===== src/rtl/spi_flash_reader_if.sv =====
// Byte-stream, control and spi register bus bundle for spi_flash_reader.
// master = the reader, slave = the environment (spi block + consumer).
interface spi_flash_reader_if;
  logic        start_i;
  logic [23:0] flash_addr_i;
  logic [15:0] len_i;
  logic        busy_o;
  logic        done_o;
  logic [7:0]  rd_data_o;
  logic        rd_valid_o;
  logic        rd_ready_i;
  logic [31:0] data_o;
  logic [31:0] addr_o;
  logic [3:0]  sel_o;
  logic        we_o;
  logic        req_valid_o;
  logic [31:0] spi_ctrl_i;
  logic [31:0] spi_data_i;
  logic [31:0] spi_status_i;

  modport master (
    input  start_i, flash_addr_i, len_i, rd_ready_i,
    input  spi_ctrl_i, spi_data_i, spi_status_i,
    output busy_o, done_o, rd_data_o, rd_valid_o,
    output data_o, addr_o, sel_o, we_o, req_valid_o
  );

  modport slave (
    output start_i, flash_addr_i, len_i, rd_ready_i,
    output spi_ctrl_i, spi_data_i, spi_status_i,
    input  busy_o, done_o, rd_data_o, rd_valid_o,
    input  data_o, addr_o, sel_o, we_o, req_valid_o
  );
endinterface


===== src/rtl/spi_flash_reader.sv =====
// SPI NOR read sequencer: drives the spi block's register port to issue
// 0x03 + 24-bit address, then streams N received bytes out.
module spi_flash_reader (
  input logic clk,
  input logic rst,
  spi_flash_reader_if.master b
);
  localparam logic [7:0]  SPI_CTRL = 8'h20;
  localparam logic [7:0]  SPI_DATA = 8'h24;
  localparam logic [7:0]  CLK_DIV  = 8'd0;
  localparam logic [31:0] SEL_W = {16'h0, CLK_DIV, 8'h08};
  localparam logic [31:0] GO_W  = SEL_W | 32'h1;
  localparam logic [31:0] OFF_W = {16'h0, CLK_DIV, 8'h00};

  typedef enum logic [3:0] {
    S_IDLE, S_CS_ON, S_LOAD, S_GO, S_WAIT_HI,
    S_WAIT_LO, S_OUT, S_CS_OFF, S_DONE
  } state_t;

  state_t      state, state_n;
  logic [23:0] fa, fa_n;
  logic [15:0] rem, rem_n;
  logic [2:0]  idx, idx_n;
  logic [7:0]  rdat_n;
  logic        req_n;
  logic [31:0] waddr_n, wdata_n;
  logic [7:0]  tx_byte;

  wire unused_bits = ^{b.spi_ctrl_i, b.spi_data_i[31:8],
                       b.spi_status_i[31:1]};

  always_comb begin
    state_n = state;
    fa_n    = fa;
    rem_n   = rem;
    idx_n   = idx;
    rdat_n  = b.rd_data_o;
    unique case (state)
      S_IDLE: begin
        if (b.start_i) begin
          fa_n    = b.flash_addr_i;
          rem_n   = b.len_i;
          idx_n   = 3'd0;
          state_n = S_CS_ON;
        end
      end
      S_CS_ON: state_n = S_LOAD;
      S_LOAD:  state_n = S_GO;
      S_GO:    state_n = S_WAIT_HI;
      S_WAIT_HI: begin
        if (b.spi_status_i[0]) state_n = S_WAIT_LO;
      end
      S_WAIT_LO: begin
        if (!b.spi_status_i[0]) begin
          if (idx < 3'd3) begin
            idx_n   = idx + 3'd1;
            state_n = S_LOAD;
          end else if (idx == 3'd3) begin
            idx_n   = 3'd4;
            state_n = (rem == 16'd0) ? S_CS_OFF : S_LOAD;
          end else begin
            rdat_n  = b.spi_data_i[7:0];
            state_n = S_OUT;
          end
        end
      end
      S_OUT: begin
        if (b.rd_ready_i) begin
          rem_n   = (rem != 16'd0) ? rem - 16'd1 : rem;
          state_n = (rem <= 16'd1) ? S_CS_OFF : S_LOAD;
        end
      end
      S_CS_OFF: state_n = S_DONE;
      S_DONE:   state_n = S_IDLE;
      default:  state_n = S_IDLE;
    endcase
  end

  always_comb begin
    case (idx_n)
      3'd0:    tx_byte = 8'h03;
      3'd1:    tx_byte = fa_n[23:16];
      3'd2:    tx_byte = fa_n[15:8];
      3'd3:    tx_byte = fa_n[7:0];
      default: tx_byte = 8'h00;
    endcase
  end

  // Bus outputs are registered, so they are decoded from the next state.
  always_comb begin
    req_n   = 1'b0;
    waddr_n = b.addr_o;
    wdata_n = b.data_o;
    unique case (1'b1)
      (state_n == S_CS_ON): begin
        req_n   = 1'b1;
        waddr_n = {24'h0, SPI_CTRL};
        wdata_n = SEL_W;
      end
      (state_n == S_LOAD): begin
        req_n   = 1'b1;
        waddr_n = {24'h0, SPI_DATA};
        wdata_n = {24'h0, tx_byte};
      end
      (state_n == S_GO): begin
        req_n   = 1'b1;
        waddr_n = {24'h0, SPI_CTRL};
        wdata_n = GO_W;
      end
      (state_n == S_CS_OFF): begin
        req_n   = 1'b1;
        waddr_n = {24'h0, SPI_CTRL};
        wdata_n = OFF_W;
      end
      default: ;
    endcase
  end

  always_ff @(posedge clk or negedge rst) begin
    if (!rst) begin
      state         <= S_IDLE;
      fa            <= 24'h0;
      rem           <= 16'h0;
      idx           <= 3'd0;
      b.busy_o      <= 1'b0;
      b.done_o      <= 1'b0;
      b.rd_data_o   <= 8'h0;
      b.rd_valid_o  <= 1'b0;
      b.req_valid_o <= 1'b0;
      b.we_o        <= 1'b0;
      b.sel_o       <= 4'h0;
      b.addr_o      <= 32'h0;
      b.data_o      <= 32'h0;
    end else begin
      state         <= state_n;
      fa            <= fa_n;
      rem           <= rem_n;
      idx           <= idx_n;
      b.busy_o      <= (state_n != S_IDLE);
      b.done_o      <= (state_n == S_DONE);
      b.rd_data_o   <= rdat_n;
      b.rd_valid_o  <= (state_n == S_OUT);
      b.req_valid_o <= req_n;
      b.we_o        <= req_n;
      b.sel_o       <= req_n ? 4'hF : 4'h0;
      b.addr_o      <= waddr_n;
      b.data_o      <= wdata_n;
    end
  end
endmodule

===== src/flat_wrapper.sv =====
// flat-port wrapper written by rule: the top's interface ports become plain ports
module spi_flash_reader_flat 
  (clk, rst, b_start_i, b_flash_addr_i, b_len_i, b_rd_ready_i, b_spi_ctrl_i, b_spi_data_i, b_spi_status_i, b_busy_o, b_done_o, b_rd_data_o, b_rd_valid_o, b_data_o, b_addr_o, b_sel_o, b_we_o, b_req_valid_o);
  spi_flash_reader_if b_i ();
  input logic clk;
  input logic rst;
  input wire logic [$bits(b_i.start_i)-1:0] b_start_i;
  input wire logic [$bits(b_i.flash_addr_i)-1:0] b_flash_addr_i;
  input wire logic [$bits(b_i.len_i)-1:0] b_len_i;
  input wire logic [$bits(b_i.rd_ready_i)-1:0] b_rd_ready_i;
  input wire logic [$bits(b_i.spi_ctrl_i)-1:0] b_spi_ctrl_i;
  input wire logic [$bits(b_i.spi_data_i)-1:0] b_spi_data_i;
  input wire logic [$bits(b_i.spi_status_i)-1:0] b_spi_status_i;
  output wire logic [$bits(b_i.busy_o)-1:0] b_busy_o;
  output wire logic [$bits(b_i.done_o)-1:0] b_done_o;
  output wire logic [$bits(b_i.rd_data_o)-1:0] b_rd_data_o;
  output wire logic [$bits(b_i.rd_valid_o)-1:0] b_rd_valid_o;
  output wire logic [$bits(b_i.data_o)-1:0] b_data_o;
  output wire logic [$bits(b_i.addr_o)-1:0] b_addr_o;
  output wire logic [$bits(b_i.sel_o)-1:0] b_sel_o;
  output wire logic [$bits(b_i.we_o)-1:0] b_we_o;
  output wire logic [$bits(b_i.req_valid_o)-1:0] b_req_valid_o;
  assign b_i.start_i = b_start_i;
  assign b_i.flash_addr_i = b_flash_addr_i;
  assign b_i.len_i = b_len_i;
  assign b_i.rd_ready_i = b_rd_ready_i;
  assign b_i.spi_ctrl_i = b_spi_ctrl_i;
  assign b_i.spi_data_i = b_spi_data_i;
  assign b_i.spi_status_i = b_spi_status_i;
  assign b_busy_o = b_i.busy_o;
  assign b_done_o = b_i.done_o;
  assign b_rd_data_o = b_i.rd_data_o;
  assign b_rd_valid_o = b_i.rd_valid_o;
  assign b_data_o = b_i.data_o;
  assign b_addr_o = b_i.addr_o;
  assign b_sel_o = b_i.sel_o;
  assign b_we_o = b_i.we_o;
  assign b_req_valid_o = b_i.req_valid_o;
  spi_flash_reader u_core (.clk(clk), .rst(rst), .b(b_i));
endmodule

===== config.mk =====
export PLATFORM = sky130hd
export DESIGN_NAME = spi_flash_reader_flat
export DESIGN_NICKNAME = d
export VERILOG_FILES = /design/src/rtl/spi_flash_reader_if.sv /design/src/rtl/spi_flash_reader.sv /design/src/flat_wrapper.sv
export SDC_FILE = /design/constraint.sdc
export NUM_CORES = 1
export LEC_CHECK = 0
export BUFFER_PORTS_ARGS = -buffer_cell sky130_fd_sc_hd__buf_2
export CORE_AREA = 3 3 119 121
export DETAILED_ROUTE_END_ITERATION = 12
export DIE_AREA = 0 0 122 124
export PLACE_DENSITY = 0.59
export REMOVE_ABC_BUFFERS = 1
export SLEW_MARGIN = 20
export SYNTH_ARGS = -nofsm -noshare
export SYNTH_HDL_FRONTEND = slang
export SYNTH_SLANG_ARGS = --single-unit

===== constraint.sdc =====
create_clock -name clk -period 3.3 [get_ports clk]
set_input_delay 0.33 -clock clk [delete_from_list [all_inputs] [get_ports clk]]
set_output_delay 0.33 -clock clk [all_outputs]
set_load 0.02 [all_outputs]

==> run_results.csv, run 1 <==
group,metric,value,unit
status,status,"finished clean",
worst_setup_path,cp-start-kind,"flip-flop",
route,drt-vias-per-instance,4.499,
global_route,grt_max_degree,70,
route,drc,0,
die,core_area,13190,µm²
cts,cts_resized,0,
placement,place_area,4244,µm²
cts,cts_buffers,9,
worst_setup_path,worstPathMaxFanout,5,
yosys,syn_inst,441,
timing,tns,0,ps
die,dieArea,15130,µm²
cts,postCtsSetupRepairBufs,0,
timing,fin_skew,7.264,ps
die,ios,221,
die,initial_core_util,29.59,%
timing,hold_viol,0,
timing,tightest_slew,900.1,ps
route,antenna_left,0,
route,drt-total-wl,8.799,mm
final_layout,drive_above_1_share,23.61,%
power_and_ir_drop,peakVddDrop,397.1,µV
timing,period_share,86.25,%
cts,tritoncts,"built",
final_layout,fillers,1365,
global_route,grt_first_pass_wirelength,14.58,mm
route,avgRoutedWirePerCell,12.62,µm
die,num_rows,42,
placement,pre_cts_ws,452.1,ps
placement,gp_congestion,0.8405,
yosys,ys_seq_elements,69,
route,num_vias,3136,
hold_path,hold_class,"in2async",
global_route,grt_antenna_before_repair,1,
worst_setup_path,required,3570,ps
yosys,synthArstFlopShare,100.0,%
yosys,synthesis.area,3902,µm²
cts,clkLatencyLatePin,330,ps
placement,dp_hpwl,6.390,mm
cts,cts_hold_buffers,0,
cts,clock_sinks,69,
cts,htreeDepth,3,
final_layout,nets,662,
timing,rsz0062_at_grt,"false",
worst_setup_path,r2r_setup_slack,450,ps
power_and_ir_drop,power_density,840.3,nW/µm²
yosys,avgSynthCellArea,8.849,µm²
global_route,grt_pass1_vias,3062,
yosys,yosysTopAreaCell,"dfrtp_1",
timing,slew_headroom,40.00,%
yosys,yosys_warnings,0,
timing,fin_ws,453.6,ps
global_route,overflow,0,
die,die-height,124,µm
route,dr.pass1.iters,5,
yosys,synth_ff_type,"dfrtp_1",
yosys,synth_cell_types,47,
die,dieWidth,122,µm
timing,setup_viol,0,
timing,finalMaxSlewViolations,0,
yosys,synth_top_area_share,44.24,%
yosys,ys_seq_area_share,44.24,%
final_layout,stdcell_area,4553,µm²
cts,root_buffer,"clkbuf_16",
cts,clk_pin_slew,60,ps
flow_run,maxCapViolCount,0,
placement,port-buffer-count,79,
route,initialDrtViolationCount,285,
final_layout,area_delta_synth_final,16.67,%
worst_setup_path,path_class,"reg2reg",
yosys,synth.top_cells.by_area,"dfrtp_1, buf_4, nand2_1",
final_layout,antenna_cells,0,
cts,cts_buffer_depth,2,
timing,max_freq,351.3,MHz
power_and_ir_drop,leakage,0.002329,µW
worst_setup_path,arrival,3110,ps
yosys,synth-edff-count,0,
global_route,grt_util_all_layers,12.26,%
worst_setup_path,cp-end-kind,"flip-flop",
timing,period_minus_slack,2846,ps
[report_power, final]
part           internal (µW)  switching [µW]
clock network            612             373
logic                    504             938
registers               1170             230
total                   2280            1540
[worst paths after layout]
check,start,end,cells after the start
max,u_core.idx[1],u_core.b.data_o[0],9
min,rst,u_core.rem[8],2
max reg2reg,u_core.idx[1],u_core.b.data_o[0],9
min reg2reg,u_core.b.addr_o[5],u_core.b.addr_o[5],1
max in group asynchronous,rst,u_core.b.rd_data_o[4],2
min in group clk,b_flash_addr_i[10],u_core.fa[10],3
[state kept, by name (all words and copies together) (netlist names)]
register,cells
u_core.state,4
u_core.fa,24
u_core.idx,3
u_core.b.done_o,1
u_core.b.rd_data_o,8
u_core.b.busy_o,1
u_core.b.sel_o,1
u_core.b.addr_o,2
u_core.b.rd_valid_o,1
u_core.rem,16
u_core.b.data_o,8
[metal layers]
metal	GRT usage [%]	wire length (µm)	vias up
met1	15.31	3862	1462
met2	20.17	4097	112
li1	-	-	1544
met5	0	7	-
met3	3.951	677	16
met4	3.992	155	2
[cell type report]
class	count	area [µm²]	area share, %
Tap cell	176	220.2	4.836
Inverter	13	48.80	1.072
Sequential cell	69	1727	37.92
Clock buffer	10	239.0	5.249
Timing Repair Buffer	86	447.9	9.838
Clock inverter	6	70.07	1.539
Multi-Input combinational cell	337	1800	39.54
[cell usage after synthesis, types with 5 or more instances]
master / number
dfrtp_1: 69
nor3_1: 5
o21ai_0: 31
inv_1: 13
mux2i_1: 9
buf_4: 60
a21oi_1: 26
buf_2: 6
nor2_1: 29
nand3_1: 11
nor4_1: 5
mux2_2: 9
nand2_1: 94
clkbuf_1: 5
ha_1: 6
[kinds of logic (layout without fill, tap and decap cells)]
| kind of cell | count (synthesis) | after routing | synth area share (%) |
|---|---|---|---|
| muxes | 18 | 18 | 4.906 |
| buffers and inverters | 88 | 115 | 14.72 |
| AOI/OAI and AO/OA | 88 | 88 | 13.79 |
| and+or+nand+nor | 171 | 171 | 20.33 |
| adders and majority gates | 6 | 6 | 1.924 |
| DFF | 69 | 69 | 44.25 |
| other | 1 | 54 | 0.09609 |
[critical path: stages (launching register included)]
cell	delay [ps]
dfrtp_1	420
ha_1	210
ha_1	250
and3b_1	200
o31ai_1	350
o21ai_0	240
nor3_1	460
nand4_1	290
a211o_1	300
nand3_1	80
[per-stage QoR]
step | std cells | hold WS, ps | total power (µW) | utilization [%]
floorplan | 419 | 34.41 | 2386 | -
global placement | 681 | 449.1 | 2825 | 32.18
detailed placement | 681 | 456.1 | 2868 | 32.18
CTS | 697 | 201.3 | 3885 | 34.52
global route | 697 | 213.1 | 4160 | 34.52
finish | 697 | 210.7 | 3826 | 34.52
[cell usage in the layout (no fill, tap or decap), drive strengths merged, types with 3 or more instances in the layout]
cell,count
o21ai,32
o21a,3
ha,6
a21oi,28
mux2,9
and3,4
inv,15
mux2i,9
nor2,29
nor2b,4
dfrtp,69
a22oi,3
buf,86
or3,3
clkbuf,10
o32ai,3
nor4,6
clkinv,3
nor3,6
a22o,3
conb,54
o22ai,4
nand2b,4
nand3,11
nand2,94
o31ai,4
Note: power is estimated with default switching activity, not from simulation.
==> inputs of run 2 (changes only) <==
--- a/config.mk
+++ b/config.mk
@@ -17 +17,2 @@
 export SYNTH_SLANG_ARGS = --single-unit
+export TNS_END_PERCENT = 20
==> constraint.sdc (replaced) <==
create_clock -name clk -period 3.3 [get_ports clk]
set_input_delay 0.165 -clock clk [delete_from_list [all_inputs] [get_ports clk]]
set_output_delay 0.165 -clock clk [all_outputs]
set_load 0.02 [all_outputs]
==> run 2 against run 1 <==
Net effect:
- cell count increased by 0.14%
- routed wire length increased by 3.0%
- power increased by 2.5%
- combinational power about the same
- hold slack got worse by 160 ps
- critical path depth unchanged
- core utilization increased by 0.22 points
- worst setup slack got worse by 15 ps
- sequential power about the same
- via count increased by 0.45%
- critical path type unchanged
- critical endpoint unchanged
- largest cell class unchanged
==> run_results.csv, run 2 (same netlist as run 1, synthesis figures left out) <==
group,metric,value,unit
worst_setup_path,worstPathMaxFanout,5,
flow_run,maxCapViolCount,0,
placement,place_area,4244,µm²
timing,tns,0,ps
route,avgRoutedWirePerCell,12.98,µm
final_layout,reg_top3,"u_core.fa x24, u_core.rem x16",
worst_setup_path,cp-end-kind,"flip-flop",
final_layout,antenna_cells,0,
global_route,grt_max_degree,43,
timing,fin_skew,9.850,ps
cts,clkLatencyLatePin,330,ps
placement,gp_congestion,0.8422,
cts,root_buffer,"clkbuf_16",
worst_setup_path,worst_path_max_delay_cell,"nor3_1",
die,num_rows,42,
final_layout,top_register,"u_core.fa",
die,initial_core_util,29.59,%
route,drt-vias-per-instance,4.513,
timing,rsz0062_at_grt,"false",
final_layout,final_common_cell,"nand2_1",
timing,setup_viol,0,
final_layout,area_delta_synth_final,17.41,%
die,dieWidth,122,µm
final_layout,stdcell_area,4582,µm²
timing,period_minus_slack,2862,ps
cts,clk_pin_slew,60,ps
status,status,"finished clean",
final_layout,drive_above_1_share,23.56,%
worst_setup_path,r2r_setup_slack,440,ps
die,core_area,13190,µm²
worst_setup_path,cp-start-kind,"flip-flop",
route,drc,0,
final_layout,fillers,1411,
die,die-height,124,µm
route,initialDrtViolationCount,152,
worst_setup_path,cp_slowest_stage_delay,430,ps
worst_setup_path,path_class,"reg2reg",
cts,cts_buffer_depth,2,
timing,slew_headroom,45.59,%
route,drt-total-wl,9.063,mm
timing,finalMaxSlewViolations,0,
power_and_ir_drop,power_density,855.8,nW/µm²
power_and_ir_drop,leakage,0.002337,µW
timing,tightest_slew,816.2,ps
timing,hold_viol,0,
global_route,grt_pass1_vias,3027,
worst_setup_path,arrival,3130,ps
worst_setup_path,critPathTopFamily,"simple AND/OR/NAND/NOR gates",
timing,hold-worst-slack,51.28,ps
global_route,grt_antenna_before_repair,1,
global_route,grt_first_pass_wirelength,14.27,mm
final_layout,largest_reg_flops,24,
cts,tritoncts,"built",
global_route,grt_util_all_layers,11.90,%
cts,clock_sinks,69,
cts,htreeDepth,3,
cts,cts_buffers,9,
timing,max_freq,349.4,MHz
route,dr.pass1.iters,4,
route,num_vias,3150,
final_layout,nets,663,
hold_path,hold_class,"in2reg",
final_layout,layout.cells.most_common_list,"nand2_1, buf_2, dfrtp_1",
route,antenna_left,0,
timing,period_share,86.72,%
global_route,overflow,0,
die,ios,221,
worst_setup_path,required,3570,ps
worst_setup_path,cp_cell_sequence,"ha_1, ha_1, and3b_1, o31ai_1, o21ai_0, nor3_1, nand4_1, a211o_1, nand3_1",
placement,dp_hpwl,6.590,mm
worst_setup_path,cpMostUsedCell,"ha_1",
power_and_ir_drop,peakVddDrop,439.8,µV
cts,postCtsSetupRepairBufs,0,
die,dieArea,15130,µm²
placement,port-buffer-count,79,
power_and_ir_drop,report.power.total,3921,µW
worst_setup_path,timing.critical_path.buf_inv,0,
==> run 2: changes by cell type in the layout (fill, tap and decap cells not counted) <==
| cell | delta |
|---|---|
| clkinv_2 | -1 |
| clkinv_4 | -2 |
| clkbuf_8 | -1 |
| inv_6 | +2 |
| dlygate4sd3_1 | +1 |
| bufinv_16 | +1 |
| clkinvlp_4 | +1 |
==> run 2: power by group <==
part	total (µW)	internal, µW	leakage, µW	switching [µW]
Combinational	1460	505	0.00132	952
Clock	1060	672	0.000157	388
Sequential	1400	1170	0.000864	235
==> run 2: stage by stage <==
stage / instances / setup WS, ps / utilization (%)
after floorplan: 419 / 546.0 / -
after global placement: 681 / 475.2 / 32.18
after detailed placement: 681 / 454.4 / 32.18
after CTS: 698 / 421.1 / 34.74
after global routing: 698 / 110.7 / 34.74
final: 698 / 438.3 / 34.74
==> run 2: final timing paths <==
kind	from	end	cells after the start
setup / recovery	u_core.idx[1]	u_core.b.data_o[0]	9
hold / removal	b_flash_addr_i[7]	u_core.fa[7]	3
setup reg to reg	u_core.idx[1]	u_core.b.data_o[0]	9
hold reg to reg	u_core.b.addr_o[5]	u_core.b.addr_o[5]	1
max in group asynchronous	rst	u_core.b.rd_data_o[4]	3
min in group asynchronous	rst	u_core.b.addr_o[2]	2
==> run 2: what timing repair did <==
item,in CTS,in global routing
gates resized for setup,0,0
hold buffers,1,0
endpoints found under the hold margin,27,0
==> run 2: area by class of cell <==
cell class,instances,area (µm²),area share [%]
Multi-Input combinational cell,337,1800,39.30
Sequential cell,69,1727,37.68
Timing Repair Buffer,87,457.9,9.995
Clock buffer,9,225.2,4.915
Tap cell,176,220.2,4.806
Clock inverter,7,102.6,2.239
Inverter,13,48.80,1.065
==> run 2: layer usage <==
layer | global-route usage, % | part of all wire, % | routed length, µm | up-vias
met2 | 20.17 | 47 | 4228 | 105
met3 | 3.451 | 6.7 | 605 | 10
met1 | 14.87 | 46 | 4125 | 1492
li1 | - | - | - | 1541
met4 | 3.221 | 1.1 | 97 | 2
met5 | 0 | 0.077 | 7 | -
==> run 2: worst register-to-register path: stages (launching register included) <==
cell     delay (ps)
dfrtp_1         420
ha_1            200
ha_1            250
and3b_1         200
o31ai_1         370
o21ai_0         230
nor3_1          430
nand4_1         310
a211o_1         310
nand3_1          80
